**src/rtl/ifm_window_reader_if.sv**
```systemverilog
// Read-side port bundle between the IFM window reader and the ping-pong IFM memory array.
// The reader drives everything except frame_ready and next_stall.
interface ifm_window_reader_if #(
   parameter int ADDRESS_SIZE_IFM = 10
);
   logic                        frame_ready;
   logic                        next_stall;
   logic                        frame_ack;
   logic                        ifm_sel;
   logic                        ifm_enable_read_A_next;
   logic                        ifm_enable_read_B_next;
   logic [ADDRESS_SIZE_IFM-1:0] ifm_address_read_A_next;
   logic [ADDRESS_SIZE_IFM-1:0] ifm_address_read_B_next;
   logic                        data_valid_A;
   logic                        data_valid_B;
   logic                        window_first;
   logic                        window_last;
   logic                        frame_done;
   logic                        busy;

   modport master (
      input  frame_ready, next_stall,
      output frame_ack, ifm_sel,
      output ifm_enable_read_A_next, ifm_enable_read_B_next,
      output ifm_address_read_A_next, ifm_address_read_B_next,
      output data_valid_A, data_valid_B, window_first, window_last,
      output frame_done, busy
   );

   modport slave (
      output frame_ready, next_stall,
      input  frame_ack, ifm_sel,
      input  ifm_enable_read_A_next, ifm_enable_read_B_next,
      input  ifm_address_read_A_next, ifm_address_read_B_next,
      input  data_valid_A, data_valid_B, window_first, window_last,
      input  frame_done, busy
   );
endinterface

```
**src/rtl/ifm_window_reader.sv**
```systemverilog
// Claims the freshly written IFM bank and scans it with a KxK stride-1 window,
// issuing two element reads per cycle with flags aligned to the 1-cycle read latency.
module ifm_window_reader #(
   parameter int IFM_SIZE         = 28,
   parameter int KERNEL_SIZE      = 5,
   parameter int ADDRESS_SIZE_IFM = $clog2(IFM_SIZE*IFM_SIZE)
) (
   input  logic                clk,
   input  logic                reset,
   ifm_window_reader_if.master rd
);
   localparam int OFM   = IFM_SIZE - KERNEL_SIZE + 1;
   localparam int K2    = KERNEL_SIZE * KERNEL_SIZE;
   localparam int NPAIR = (K2 + 1) / 2;
   localparam bit ODD   = (K2 % 2) == 1;
   localparam int RW    = $clog2(IFM_SIZE + 2);
   localparam int JW    = $clog2(NPAIR + 1);
   localparam int AW    = ADDRESS_SIZE_IFM;

   typedef enum logic [2:0] {S_IDLE, S_SWAP, S_READ, S_DRAIN, S_DONE} state_t;

   state_t          state_q, state_d;
   logic            sel_q, sel_d;
   logic [RW-1:0]   win_r_q, win_r_d, win_c_q, win_c_d;
   logic [RW-1:0]   a_kr_q, a_kr_d, a_kc_q, a_kc_d;
   logic [RW-1:0]   b_kr_q, b_kr_d, b_kc_q, b_kc_d;
   logic [JW-1:0]   pair_q, pair_d;
   logic            en_a_q, en_a_d, en_b_q, en_b_d;
   logic [AW-1:0]   addr_a_q, addr_a_d, addr_b_q, addr_b_d;
   logic            val_a_q, val_a_d, val_b_q, val_b_d;
   logic            first_q, first_d, last_q, last_d;
   logic            load;
   logic            last_pair, last_win;

   function automatic logic [AW-1:0] addr_of(input logic [RW-1:0] wr, input logic [RW-1:0] wc,
                                             input logic [RW-1:0] kr, input logic [RW-1:0] kc);
      return AW'((int'(wr) + int'(kr)) * IFM_SIZE + int'(wc) + int'(kc));
   endfunction

   assign last_pair = (pair_q == JW'(NPAIR - 1));
   assign last_win  = (win_r_q == RW'(OFM - 1)) && (win_c_q == RW'(OFM - 1));

   always_comb begin
      state_d  = state_q;
      sel_d    = sel_q;
      win_r_d  = win_r_q;
      win_c_d  = win_c_q;
      a_kr_d   = a_kr_q;
      a_kc_d   = a_kc_q;
      b_kr_d   = b_kr_q;
      b_kc_d   = b_kc_q;
      pair_d   = pair_q;
      addr_a_d = addr_a_q;
      addr_b_d = addr_b_q;
      en_a_d   = 1'b0;
      en_b_d   = 1'b0;
      load     = 1'b0;
      // Flags describe the pair currently on the address outputs, one cycle later.
      val_a_d  = en_a_q;
      val_b_d  = en_b_q;
      first_d  = en_a_q && (pair_q == '0);
      last_d   = en_a_q && last_pair;

      case (state_q)
         S_IDLE: begin
            if (rd.frame_ready) begin
               state_d = S_SWAP;
               sel_d   = ~sel_q;
            end
         end
         S_SWAP: begin
            win_r_d = '0;
            win_c_d = '0;
            pair_d  = '0;
            a_kr_d  = '0;
            a_kc_d  = '0;
            b_kr_d  = '0;
            b_kc_d  = RW'(1);
            load    = 1'b1;
            state_d = S_READ;
         end
         S_READ: begin
            // The pair on the outputs has always been issued by now; a stall only delays the next one.
            if (last_pair && last_win) begin
               state_d = S_DRAIN;
            end else if (!rd.next_stall) begin
               load = 1'b1;
               if (last_pair) begin
                  pair_d = '0;
                  a_kr_d = '0;
                  a_kc_d = '0;
                  b_kr_d = '0;
                  b_kc_d = RW'(1);
                  if (win_c_q == RW'(OFM - 1)) begin
                     win_c_d = '0;
                     win_r_d = win_r_q + RW'(1);
                  end else begin
                     win_c_d = win_c_q + RW'(1);
                  end
               end else begin
                  pair_d = pair_q + JW'(1);
                  if (a_kc_q + RW'(2) >= RW'(KERNEL_SIZE)) begin
                     a_kr_d = a_kr_q + RW'(1);
                     a_kc_d = a_kc_q + RW'(2) - RW'(KERNEL_SIZE);
                  end else begin
                     a_kc_d = a_kc_q + RW'(2);
                  end
                  if (b_kc_q + RW'(2) >= RW'(KERNEL_SIZE)) begin
                     b_kr_d = b_kr_q + RW'(1);
                     b_kc_d = b_kc_q + RW'(2) - RW'(KERNEL_SIZE);
                  end else begin
                     b_kc_d = b_kc_q + RW'(2);
                  end
               end
            end
         end
         S_DRAIN: state_d = S_DONE;
         S_DONE:  state_d = S_IDLE;
         default: state_d = S_IDLE;
      endcase

      if (load) begin
         en_a_d   = 1'b1;
         en_b_d   = !(ODD && (pair_d == JW'(NPAIR - 1)));
         addr_a_d = addr_of(win_r_d, win_c_d, a_kr_d, a_kc_d);
         addr_b_d = en_b_d ? addr_of(win_r_d, win_c_d, b_kr_d, b_kc_d) : '0;
      end
   end

   always_ff @(posedge clk) begin
      if (reset) begin
         state_q  <= S_IDLE;
         sel_q    <= 1'b0;
         win_r_q  <= '0;
         win_c_q  <= '0;
         a_kr_q   <= '0;
         a_kc_q   <= '0;
         b_kr_q   <= '0;
         b_kc_q   <= '0;
         pair_q   <= '0;
         en_a_q   <= 1'b0;
         en_b_q   <= 1'b0;
         addr_a_q <= '0;
         addr_b_q <= '0;
         val_a_q  <= 1'b0;
         val_b_q  <= 1'b0;
         first_q  <= 1'b0;
         last_q   <= 1'b0;
      end else begin
         state_q  <= state_d;
         sel_q    <= sel_d;
         win_r_q  <= win_r_d;
         win_c_q  <= win_c_d;
         a_kr_q   <= a_kr_d;
         a_kc_q   <= a_kc_d;
         b_kr_q   <= b_kr_d;
         b_kc_q   <= b_kc_d;
         pair_q   <= pair_d;
         en_a_q   <= en_a_d;
         en_b_q   <= en_b_d;
         addr_a_q <= addr_a_d;
         addr_b_q <= addr_b_d;
         val_a_q  <= val_a_d;
         val_b_q  <= val_b_d;
         first_q  <= first_d;
         last_q   <= last_d;
      end
   end

   assign rd.frame_ack               = (state_q == S_SWAP);
   assign rd.frame_done              = (state_q == S_DONE);
   assign rd.busy                    = (state_q != S_IDLE);
   assign rd.ifm_sel                 = sel_q;
   assign rd.ifm_enable_read_A_next  = en_a_q;
   assign rd.ifm_enable_read_B_next  = en_b_q;
   assign rd.ifm_address_read_A_next = addr_a_q;
   assign rd.ifm_address_read_B_next = addr_b_q;
   assign rd.data_valid_A            = val_a_q;
   assign rd.data_valid_B            = val_b_q;
   assign rd.window_first            = first_q;
   assign rd.window_last             = last_q;
endmodule

```
**src/flat_wrapper.sv**
```systemverilog
// flat-port wrapper written by rule: the top's interface ports become plain ports
module ifm_window_reader_flat 
#(
   parameter int IFM_SIZE         = 28,
   parameter int KERNEL_SIZE      = 5,
   parameter int ADDRESS_SIZE_IFM = $clog2(IFM_SIZE*IFM_SIZE)
)
  (clk, reset, rd_frame_ready, rd_next_stall, rd_frame_ack, rd_ifm_sel, rd_ifm_enable_read_A_next, rd_ifm_enable_read_B_next, rd_ifm_address_read_A_next, rd_ifm_address_read_B_next, rd_data_valid_A, rd_data_valid_B, rd_window_first, rd_window_last, rd_frame_done, rd_busy);
  ifm_window_reader_if #(.ADDRESS_SIZE_IFM(ADDRESS_SIZE_IFM)) rd_i ();
  input  logic clk;
  input  logic reset;
  input wire logic [$bits(rd_i.frame_ready)-1:0] rd_frame_ready;
  input wire logic [$bits(rd_i.next_stall)-1:0] rd_next_stall;
  output wire logic [$bits(rd_i.frame_ack)-1:0] rd_frame_ack;
  output wire logic [$bits(rd_i.ifm_sel)-1:0] rd_ifm_sel;
  output wire logic [$bits(rd_i.ifm_enable_read_A_next)-1:0] rd_ifm_enable_read_A_next;
  output wire logic [$bits(rd_i.ifm_enable_read_B_next)-1:0] rd_ifm_enable_read_B_next;
  output wire logic [$bits(rd_i.ifm_address_read_A_next)-1:0] rd_ifm_address_read_A_next;
  output wire logic [$bits(rd_i.ifm_address_read_B_next)-1:0] rd_ifm_address_read_B_next;
  output wire logic [$bits(rd_i.data_valid_A)-1:0] rd_data_valid_A;
  output wire logic [$bits(rd_i.data_valid_B)-1:0] rd_data_valid_B;
  output wire logic [$bits(rd_i.window_first)-1:0] rd_window_first;
  output wire logic [$bits(rd_i.window_last)-1:0] rd_window_last;
  output wire logic [$bits(rd_i.frame_done)-1:0] rd_frame_done;
  output wire logic [$bits(rd_i.busy)-1:0] rd_busy;
  assign rd_i.frame_ready = rd_frame_ready;
  assign rd_i.next_stall = rd_next_stall;
  assign rd_frame_ack = rd_i.frame_ack;
  assign rd_ifm_sel = rd_i.ifm_sel;
  assign rd_ifm_enable_read_A_next = rd_i.ifm_enable_read_A_next;
  assign rd_ifm_enable_read_B_next = rd_i.ifm_enable_read_B_next;
  assign rd_ifm_address_read_A_next = rd_i.ifm_address_read_A_next;
  assign rd_ifm_address_read_B_next = rd_i.ifm_address_read_B_next;
  assign rd_data_valid_A = rd_i.data_valid_A;
  assign rd_data_valid_B = rd_i.data_valid_B;
  assign rd_window_first = rd_i.window_first;
  assign rd_window_last = rd_i.window_last;
  assign rd_frame_done = rd_i.frame_done;
  assign rd_busy = rd_i.busy;
  ifm_window_reader #(.IFM_SIZE(IFM_SIZE), .KERNEL_SIZE(KERNEL_SIZE), .ADDRESS_SIZE_IFM(ADDRESS_SIZE_IFM)) u_core (.clk(clk), .reset(reset), .rd(rd_i));
endmodule
```
**config.mk**
```make
export PLATFORM = sky130hd
export DESIGN_NAME = ifm_window_reader_flat
export DESIGN_NICKNAME = d
export VERILOG_FILES = /design/src/rtl/ifm_window_reader_if.sv /design/src/rtl/ifm_window_reader.sv /design/src/flat_wrapper.sv
export SDC_FILE = /design/constraint.sdc
export NUM_CORES = 1
export LEC_CHECK = 0
export CORE_MARGIN = 3
export CORE_UTILIZATION = 42
export CTS_CLUSTER_SIZE = 14
export DETAILED_ROUTE_END_ITERATION = 12
export SKIP_CTS_REPAIR_TIMING = 1
export SYNTH_ARGS = -nofsm -noshare
export SYNTH_HDL_FRONTEND = slang
export SYNTH_SLANG_ARGS = --single-unit
```
**constraint.sdc**
```tcl
create_clock -name clk -period 6.5 [get_ports clk]
set_input_delay 1.3 -clock clk [delete_from_list [all_inputs] [get_ports clk]]
set_output_delay 1.3 -clock clk [all_outputs]
set_load 0.02 [all_outputs]
```
==> metrics.md, run 1 <==
| Metric | Value |
|---|---|
| Crit-path cells | `clkdlybuf4s50_1 > nor2_1 > a21o_1 > o21ai_0 > nand2_1 > o21ai_0 > ha_1 > fa_1 > xor2_1 > ha_1 > fa_1 > inv_1 > fa_1 > inv_1 > ha_1 > nor2b_1 > o21a_1 > nand3_1 > or4b_1 > nand4_1` |
| CP required | `6.76 ns` |
| # diodes | `0` |
| Run status | `completed` |
| Count of final setup violators | `0` |
| Setup Skew | `0.005609 ns` |
| Buffers & Inverters on Critical Path | `3` |
| Synth area leaders | `dfxtp_1 (26%), ha_1 (16%), fa_1 (6.8%)` |
| Critical Path AT | `6.37 ns` |
| Placeable Area | `0.01156 mm^2` |
| Final HPWL DP | `8709 um` |
| Full die area | `0.01330 mm^2` |
| Die Y | `115.3 um` |
| Nets@finish | `709` |
| Area share of the largest cell type after synthesis | `0.2553` |
| Crit path launch type | `primary input` |
| CTS max path bufs | `2` |
| Vias | `4,059` |
| GP Congestion | `0.8550` |
| Standard-cell row count | `39` |
| Critical path type | `primary input to register` |
| Minimum clock period after layout | `6.107 ns` |
| Post-synth EDFFs | `0` |
| Net Count, Synth | `671` |
| Synth async-reset ratio | `0` |
| Max-cap viol count | `0` |
| RSZ-0062 raised after global routing | `false` |
| CP Max Fanout | `3` |
| Drt first pass iters | `5` |
| CTS tree | `built` |
| Drt wl/cell | `14.38 um` |
| Count of cell types in the netlist | `61` |
| Synthesized area per cell | `8.579 um^2` |
| # DRC | `0` |
| Initial antenna violation count | `0` |
| Final hold violation count | `0` |
| CTS Sinks | `64` |
| PD cells | `165.4 mW/mm^2` |
| Routed Antenna Nets | `0` |
| Leakage | `2.784 nW` |
| Post-Syn Area | `0.005019 mm^2` |
| Register clock-pin slew on the reported worst setup and hold paths | `0.05 ns` |
| Cell family with most CP delay | `adder cells` |
| H-tree levels | `3` |
| CTS root buffer | `clkbuf_16` |
| Final Max Tran Viols | `0` |
| Initial drt markers | `210` |
| Hold WC Path Type | `register to register` |
| Max incr delay on CP | `0.54 ns` |
| VDD IR max | `0.0001135 V` |
| Seq/Total Area, Yosys | `0.2553` |
| Total global-route track usage | `0.1782` |
| Port Buffers | `33` |
| Synthesis warning total | `0` |
| Yosys top cell by area | `dfxtp_1` |
| Share of layout cells above drive strength 1 | `0.06699` |
| Slowest stage cell, crit path | `fa_1` |
| FMAX | `163.8 MHz` |
| IO Count | `34` |
| Area Overhead vs Synth | `15.81%` |
| First-pass GRT wire length | `19,040 um` |
| Routed wire length | `11,070 um` |
| Clock Latency Late Sink | `0.33 ns` |
| #FFs+latches synth | `64` |
| Reg2Reg Setup Slack | `0.74 ns` |
| CP Capture Type | `register` |
| Placed standard-cell area | `0.005533 mm^2` |
| Tcrit/Tclk final | `0.9395` |
| Vias in the first global route | `4,063` |
| Via density | `5.271` |
| Worst-Margin Slew | `0.6527 ns` |
| Grt total ovfl | `0` |
| Post-Syn Instances | `585` |
| Starting Density | `0.4339` |
| Setup TNS | `0 ns` |
| Largest net degree at the start of global routing | `33` |
| Die width | `115.3 um` |
| Final Cell Area | `0.005812 mm^2` |
| Relative slew slack | `0.5644` |
| TritonCTS Buffers | `9` |
| Ys flop type | `dfxtp_1` |
-- worst paths after layout --
path / startpoint / endpoint / depth (start not counted)
max: rd_next_stall / u_core.rd.ifm_address_read_A_next[9] / 20
min: u_core.rd.ifm_address_read_A_next[6] / u_core.rd.ifm_address_read_A_next[6] / 2
min reg2reg: u_core.rd.ifm_address_read_A_next[6] / u_core.rd.ifm_address_read_A_next[6] / 2
max reg2reg: u_core.pair_q[0] / u_core.rd.ifm_address_read_A_next[9] / 21
-- cell usage in the layout, fill, tap and decap left out, types with 4 or more instances in the layout --
cell / Yosys / routed
ha_1: 65 / 65
dfxtp_1: 64 / 64
inv_1: 58 / 58
nor2_1: 47 / 46
nand2_1: 44 / 44
a21oi_1: 36 / 36
clkdlybuf4s50_1: 0 / 32
nor2b_1: 28 / 28
xnor2_1: 28 / 28
o21ai_0: 27 / 24
fa_1: 17 / 17
nand2b_1: 15 / 15
buf_4: 3 / 14
a21o_1: 12 / 12
xor2_1: 11 / 11
a22oi_1: 11 / 11
nand3_1: 10 / 10
clkbuf_16: 0 / 9
nand4_1: 7 / 7
nor3_1: 7 / 7
o21ai_1: 3 / 6
and3_1: 6 / 6
mux2i_1: 5 / 5
o21a_1: 5 / 5
a31oi_1: 4 / 4
clkbuf_1: 8 / 4
-- metal layers --
layer / track usage / part of all wire / routed length (um)
met1: 0.2404 / 0.49 / 5444
met2: 0.2797 / 0.45 / 4965
met3: 0.04105 / 0.033 / 370
met4: 0.06338 / 0.026 / 289
met5: 0 / 0 / 0
-- area by class of cell --
cell class | instances | area, um^2
flip-flops and latches | 64 | 1281
multi-input cells | 442 | 3432
clock buffers | 15 | 267.8
well taps | 143 | 178.9
repair buffers | 47 | 430.4
fillers | 1135 | 5753
inverters | 59 | 221.5
-- metrics by stage --
step                      std cells  total power, mW  setup slack [ns]  utilization  hold WS, ns
final                           770           0.9614            0.3932       0.5025       0.4524
after global routing            770            1.010          0.002589       0.5025       0.4737
after CTS                       770           0.9726            0.3478       0.5016       0.4534
after detailed placement        755           0.5311           0.03529       0.4784       0.4478
after global placement          755           0.5289            0.1672       0.4784       0.4382
after floorplan                 585           0.4913            0.5712            -       0.5141
-- worst register-to-register path, stage by stage, from the launching register on --
cell and delay, ns:
dfxtp_1 0.32, inv_1 0.15, ha_1 0.27, nand3_2 0.26, nor3_4 0.40, a211oi_2 0.11, buf_4 0.18, and2_1 0.18
a22o_1 0.24, fa_1 0.47, xor2_1 0.31, ha_1 0.31, fa_1 0.54, inv_1 0.07, fa_1 0.52, inv_1 0.04
ha_1 0.31, nor2b_1 0.15, o21a_1 0.16, nand3_1 0.14, or4b_1 0.50, nand4_1 0.09
-- state kept, by name, indices dropped and copies added (netlist names) --
name,flops
u_core.rd.ifm_address_read_B_next,10
u_core.rd.ifm_address_read_A_next,10
u_core.rd.data_valid_B,1
u_core.rd.ifm_enable_read_B_next,1
u_core.a_kc_q,5
u_core.b_kr_q,5
u_core.pair_q,4
u_core.rd.data_valid_A,1
u_core.state_q,3
u_core.a_kr_q,5
u_core.rd.window_last,1
u_core.win_c_q,5
u_core.rd.ifm_enable_read_A_next,1
u_core.b_kc_q,5
u_core.win_r_q,5
u_core.rd.ifm_sel,1
u_core.rd.window_first,1
-- where the power goes --
part / internal [mW] / leakage, nW / switching [mW]
Combinational: 0.0421 / 2.14 / 0.0711
Clock: 0.277 / 0.130 / 0.161
Sequential: 0.402 / 0.517 / 0.00826
-- cells in the mapped netlist (3+ instances only) --
cell / count
o21ai_1: 3
clkbuf_1: 8
nor2b_1: 28
nor3_1: 7
and3_1: 6
nand3_1: 10
mux2i_1: 5
ha_1: 65
nand4_1: 7
dfxtp_1: 64
o21ai_0: 27
nand2_1: 44
nand3b_1: 3
inv_1: 58
o21a_1: 5
xnor2_1: 28
a22oi_1: 11
nor4_1: 3
nor2_1: 47
nand2b_1: 15
fa_1: 17
a21o_1: 12
buf_4: 3
buf_2: 9
a31oi_1: 4
a21oi_1: 36
nor3b_1: 3
xor2_1: 11
and2_1: 3
a22o_1: 3
-- kinds of logic after synthesis --
family / synth area share
DFF: 0.2553
and+or+nand+nor: 0.2124
buffers and inverters: 0.06357
adders and majority gates: 0.2299
AOI/OAI and AO/OA: 0.1608
muxes: 0.009973
xor gates and xnor gates: 0.06806
No activity file was read; power rests on OpenSTA's default activity.
==> run 2: changes to the inputs <==
--- a/config.mk
+++ b/config.mk
@@ -5,11 +5,13 @@
 export SDC_FILE = /design/constraint.sdc
 export NUM_CORES = 1
 export LEC_CHECK = 0
+export ABC_CLOCK_PERIOD_IN_PS = 6500
 export CORE_MARGIN = 3
 export CORE_UTILIZATION = 42
 export CTS_CLUSTER_SIZE = 14
 export DETAILED_ROUTE_END_ITERATION = 12
 export SKIP_CTS_REPAIR_TIMING = 1
+export SLEW_MARGIN = 20
 export SYNTH_ARGS = -nofsm -noshare
 export SYNTH_HDL_FRONTEND = slang
 export SYNTH_SLANG_ARGS = --single-unit
==> constraint.sdc (replaced) <==
create_clock -name clk -period 6.5 [get_ports clk]
set_input_delay 1.3 -clock clk [delete_from_list [all_inputs] [get_ports clk]]
set_output_delay 1.3 -clock clk [all_outputs]
set_load 0.05 [all_outputs]
==> results of run 2 <==
The final DEF is identical to that of run 1. Status: completed.
Main changes from that run: total power 0.9614 mW -> 0.9780 mW; worst IR drop on VDD 0.0001135 V -> 0.0001137 V
==> run 3: changes to the inputs <==
--- a/config.mk
+++ b/config.mk
@@ -11,6 +11,7 @@
 export CTS_CLUSTER_SIZE = 14
 export DETAILED_ROUTE_END_ITERATION = 12
 export SKIP_CTS_REPAIR_TIMING = 1
+export SKIP_LAST_GASP = 1
 export SLEW_MARGIN = 20
 export SYNTH_ARGS = -nofsm -noshare
 export SYNTH_HDL_FRONTEND = slang
==> results of run 3 <==
The final DEF is identical to that of run 1. Status: completed.
Main changes from that run: total power 0.9614 mW -> 0.9780 mW; worst IR drop on VDD 0.0001135 V -> 0.0001137 V
==> edit 1 (settings of run 3) <==
`KERNEL_SIZE` is set to 5 in 2 places; all go to 4.
--- a/src/rtl/ifm_window_reader.sv
+++ b/src/rtl/ifm_window_reader.sv
@@ -4,3 +4,3 @@
    parameter int IFM_SIZE         = 28,
-   parameter int KERNEL_SIZE      = 5,
+   parameter int KERNEL_SIZE      = 4,
    parameter int ADDRESS_SIZE_IFM = $clog2(IFM_SIZE*IFM_SIZE)
--- a/src/flat_wrapper.sv
+++ b/src/flat_wrapper.sv
@@ -4,3 +4,3 @@
    parameter int IFM_SIZE         = 28,
-   parameter int KERNEL_SIZE      = 5,
+   parameter int KERNEL_SIZE      = 4,
    parameter int ADDRESS_SIZE_IFM = $clog2(IFM_SIZE*IFM_SIZE)
Function: changed (Yosys sat finds a counterexample within 10 cycles, from zero or initial values and one cycle with reset high).
==> edit 1 against run 3 <==
- cell area is 1.1% lower
- worst setup slack worse by 130 ps
- final cell count down 1.9%
- die area down 2.1%
- count of clock-buffer cells in the layout fell by 5
- sequential cell count is 2 lower
- wire length grew 3.5%
- synthesized area decreased by 2.3%
- maximum frequency shrank 2.1%
- critical path type unchanged
Power is not compared: it rests on default switching activity, and its combinational part moved more than twofold at a synthesized area within 25%.
==> edit 1: results (changes against run 3) <==
| Metric | Value |
|---|---|
| Final Wtd Congestion | 0.879 (+2.8%) |
| Vias in the first global route | 4010 (-1.3%) |
| Ranking of synthesized cells by area | dfxtp_1, ha_1, fa_1 |
| Rel. slew slack | 53.0% (-3.4 points) |
| Antenna diode count | 0 (unchanged) |
| Num CTS Buffers | 9 (unchanged) |
| Worst Skew | 7.79 ps (+2.18 ps) |
| Worst-path fanout max | 7 (+4) |
| Nets | 692 (-2.4%) |
| Syn Inst Count | 567 (-3.1%) |
| Starting Density | 44.1% (+0.69 points) |
| Clock Tree Buf Depth | 2 (unchanged) |
| DR pass1 iterations | 4 (-1) |
| Final Hold Viols | 0 (unchanged) |
| Clk slew on worst S/H paths | 50 ps (about the same) |
| DRT iter0 DRCs | 163 (-22%) |
| Detail Placement HPWL | 8560 um (-1.7%) |
| All-Layer GR Usage | 19.0% (+1.2 points) |
| Run status | complete, no violations |
| FILL cells | 1086 (-4.3%) |
| Netlist cell types | 62 (+1.6%) |
| Largest net degree at the start of global routing | 62 (+88%) |
| First-pass GRT wire length | 19500 um (+2.6%) |
| Seq/Total Area, Yosys | 25.3% (-0.22 points) |
| DRT antenna net count | 0 (unchanged) |
| Post-DR vias/cell | 5.22 (-0.93%) |
| Placed insts | 739 (-2.1%) |
| Commonest cells post-synth | dfxtp_1, ha_1, inv_1 |
| Arr. time, crit path | 6460 ps (+90 ps) |
| Final TNS setup | 0 ps (unchanged) |
| Routed via count | 3943 (-2.9%) |
| Final WL | 11500 um (+3.5%) |
| Primary FF master, synth | dfxtp_1 |
| # port buffers | 33 (unchanged) |
| Layout cell share with drive strength beyond 1 | 8.62% (+1.9 points) |
| Syn nets | 649 (-3.3%) |
| Worst-Skew Late Latency | 350 ps (+20 ps) |
| Cell Area, Placed | 5420 sq um (-2.0%) |
edit 1: logic make-up (layout without fill, tap and decap cells):
| group | after synthesis | count (layout) | synth area share [%] |
|---|---|---|---|
| AOI/OAI and AO/OA | 121 | 121 | 16.3 |
| buffers and inverters | 79 | 127 | 7.19 |
| adders and majority gates | 78 | 78 | 22.5 |
| xor gates and xnor gates | 45 | 45 | 8.70 |
| and+or+nand+nor | 179 | 179 | 19.4 |
| DFF | 62 | 62 | 25.3 |
| muxes | 3 | 3 | 0.612 |
edit 1: cell type report:
type | count | area (sq um) | share of cell area [%]
Inverter | 57 | 214 | 3.72
Timing Repair Buffer | 54 | 483 | 8.40
Sequential cell | 62 | 1240 | 21.6
Clock inverter | 6 | 85.1 | 1.48
Multi-Input combinational cell | 426 | 3310 | 57.6
Clock buffer | 10 | 239 | 4.16
Tap cell | 140 | 175 | 3.05
edit 1: per-stage QoR:
step                setup slack (ps)  hold WS [ps]  power, uW
finish                           262           449       1350
CTS                              288           451       1360
floorplan                        622           434        717
global route                    56.9           464       1420
detailed placement             -50.3           444        822
global placement                 142           439        819
edit 1: path summary, 6_finish.rpt:
kind,endpoint,cells past startpoint,from,slack (ps)
worst max register to register,u_core.rd.ifm_address_read_A_next[9],26,u_core.pair_q[1],530
worst min-delay path,u_core.rd.ifm_address_read_B_next[9],2,u_core.rd.ifm_address_read_B_next[9],450
worst min register to register,u_core.rd.ifm_address_read_B_next[9],2,u_core.rd.ifm_address_read_B_next[9],450
worst max-delay path,u_core.rd.ifm_address_read_A_next[9],23,rd_next_stall,260
edit 1: layer usage:
layer	part of all wire [%]	global-route usage [%]
met5	0	0
met1	49	26.4
met2	44	28.3
met4	2.6	7.60
met3	4.2	4.60
edit 1: worst max-delay path, cell delays in order:
cell             delay [ps]
clkdlybuf4s50_1         450
buf_4                   190
a21oi_1                 270
nor2b_1                 260
o211ai_1                110
o21a_1                  130
ha_1                    230
fa_1                    480
and3_1                  250
a31oi_1                 200
o211ai_2                140
xor2_1                  170
ha_1                    290
inv_1                    50
fa_1                    520
inv_1                    60
ha_1                    330
o21a_1                  130
or3_1                   320
and3_1                  180
a21oi_1                 180
nand4bb_1               150
nand3_1                  80
edit 1: where the power goes:
group	internal [uW]	switching (uW)
clock network	344	186
registers	403	18.8
logic	147	247
==> edit 2 (settings of run 3) <==
Made on the original files. Make the reset (`reset`) asynchronous in one clocked block.
--- a/src/rtl/ifm_window_reader.sv
+++ b/src/rtl/ifm_window_reader.sv
@@ -129,3 +129,3 @@
 
-   always_ff @(posedge clk) begin
+   always_ff @(posedge clk or posedge reset) begin
       if (reset) begin
Check against the original RTL: differs if reset is asserted again (counterexample within 4 cycles, from zero or initial values and one cycle with reset high); with reset held inactive, the same outputs for 10 cycles.
==> edit 2 against run 3 <==
- first-iteration DRC count up 11%
- worst setup slack improved by 140 ps
- synthesized area down 0.90%
- sequential cell count is the same
- die area fell by 0.85%
- via count decreased by 3.5%
- wire length about the same
- global-route usage up 0.54 points
- cell area increased by 5.2%
- utilization rose by 2.8 points
- critical path type is now reg -> reg
Power is not compared: it rests on default switching activity, and its combinational part moved more than twofold at a synthesized area within 25%.
==> edit 2: results (changes against run 3) <==
| Metric | Value |
|---|---|
| Run status | complete, no violations |
| DRT iter0 DRCs | 233 (+11%) |
| First-pass GRT wire length | 19300 um (+1.3%) |
| Slowest cell on the critical path | or3_1 |
| Clock Tree Buf Depth | 2 (unchanged) |
| Syn nets | 610 (-9.1%) |
| Worst vdd ir | 0.000183 V |
| Slowest stage delay, CP | 620 ps (+80 ps) |
| Async SR Flop Fraction | 100% (+100 points) |
| Largest net degree at the start of global routing | 34 (+3.0%) |
| Yosys warns | 0 (unchanged) |
| Worst-path fanout max | 10 (+7) |
| Final WL | 11100 um (about the same) |
| Worst slack at placement | -164 ps (-200 ps) |
| Cell family with most CP delay | adder cells |
| Clk slew on worst S/H paths | 50 ps (about the same) |
| P_int | 1590 uW |
| Worst-Skew Late Latency | 340 ps |
| Routed WL per cell | 14.7 um (+2.4%) |
| Worst Skew | 5.36 ps (-0.248 ps) |
| # port buffers | 33 (unchanged) |
| Hold/Removal Path Class | reg -> reg |
| Arr. time, crit path | 6190 ps (-180 ps) |
| Num CTS Buffers | 9 (unchanged) |
| Ranking of synthesized cells by area | dfrtp_1, ha_1, fa_1 |
| Tightest Pin Transition | 743 ps (+90.4 ps) |
| Primary FF master, synth | dfrtp_1 |
| Cell Area, Placed | 5760 sq um (+4.2%) |
| Commonest cells post-synth | inv_1, ha_1, dfrtp_1 |
| Detail Placement HPWL | 8570 um (-1.6%) |
| Post-DR vias/cell | 5.21 (-1.1%) |
| Vias in the first global route | 4042 (-0.52%) |
| Leak pwr | 0.00327 uW |
| Initial antenna violation count | 0 (unchanged) |
| DR pass1 iterations | 4 (-1) |
| Antenna diode count | 0 (unchanged) |
| FILL cells | 1047 (-7.8%) |
| Final Wtd Congestion | 0.883 (+3.2%) |
| Layout cell share with drive strength beyond 1 | 13.5% (+6.8 points) |
| H-tree Lvls | 3 (unchanged) |
| Seq/Total Area, Yosys | 32.2% (+6.7 points) |
| Root Buffer | clkbuf_16 |
| Netlist cell types | 55 (-9.8%) |
| Hold Crit Depth | 0 (-2) |
| Nets | 689 (-2.8%) |
| Placed insts | 735 (-2.6%) |
| Syn Inst Count | 524 (-10%) |
| All-Layer GR Usage | 18.4% (+0.54 points) |
[edit 2: kinds of logic (layout without fill, tap and decap cells)]
logic type | after synthesis | in the layout | synth area share, %
xor gates and xnor gates | 44 | 44 | 8.30
AOI/OAI and AO/OA | 122 | 122 | 16.3
muxes | 4 | 4 | 0.805
adders and majority gates | 82 | 82 | 23.2
and+or+nand+nor | 127 | 127 | 12.8
buffers and inverters | 81 | 165 | 6.49
DFF | 64 | 64 | 32.2
[edit 2: layout make-up]
type / count / area share, %
inverters: 72 / 4.42
well taps: 143 / 2.93
clock buffers: 13 / 4.09
clock inverters: 3 / 1.06
flip-flops and latches: 64 / 26.2
multi-input cells: 379 / 50.5
repair buffers: 77 / 10.8
[edit 2: through the flow]
step | util [%] | power, uW
2_1_floorplan | - | 1840
3_3_place_gp | 50.1 | 2320
3_5_place_dp | 50.1 | 2370
4_1_cts | 52.8 | 2920
5_1_grt | 53.1 | 3170
6_report | 53.1 | 2910
[edit 2: power by group through the flow]
stage	combinational (uW)	clock [uW]	sequential [uW]
4_1_cts	1780	528	609
6_report	1780	520	611
5_1_grt	2000	542	629
2_1_floorplan	1070	0	773
3_5_place_dp	1760	0	616
3_3_place_gp	1710	0	610
[edit 2: final timing paths]
kind,slack [ps],endpoint,startpoint
hold / removal,380,u_core.rd.data_valid_B,u_core.rd.ifm_enable_read_B_next
setup reg to reg,540,u_core.rd.ifm_address_read_B_next[9],u_core.pair_q[0]
min in group asynchronous,1420,u_core.state_q[0],reset
setup / recovery,540,u_core.rd.ifm_address_read_B_next[9],u_core.pair_q[0]
hold reg to reg,380,u_core.rd.data_valid_B,u_core.rd.ifm_enable_read_B_next
max in group asynchronous,4170,u_core.b_kc_q[1],reset
[edit 2: layer usage]
layer / GRT usage, % / share of wire (%)
met2: 30.1 / 47
met4: 8.84 / 2.9
met3: 2.16 / 2.2
met5: 0 / 0
met1: 24.2 / 48
[edit 2: worst reg2reg max path: cells and delay by family, from the launching register on]
| kind | cells | cell delay (ps) |
|---|---|---|
| adder cells (fa/ha/maj) | 7 | 2470 |
| buffers and inverters | 4 | 450 |
| flip-flops | 1 | 440 |
| AO/OA/AOI/OAI | 7 | 1180 |
| XOR/XNOR | 1 | 340 |
| AND/OR/NAND/NOR | 3 | 960 |
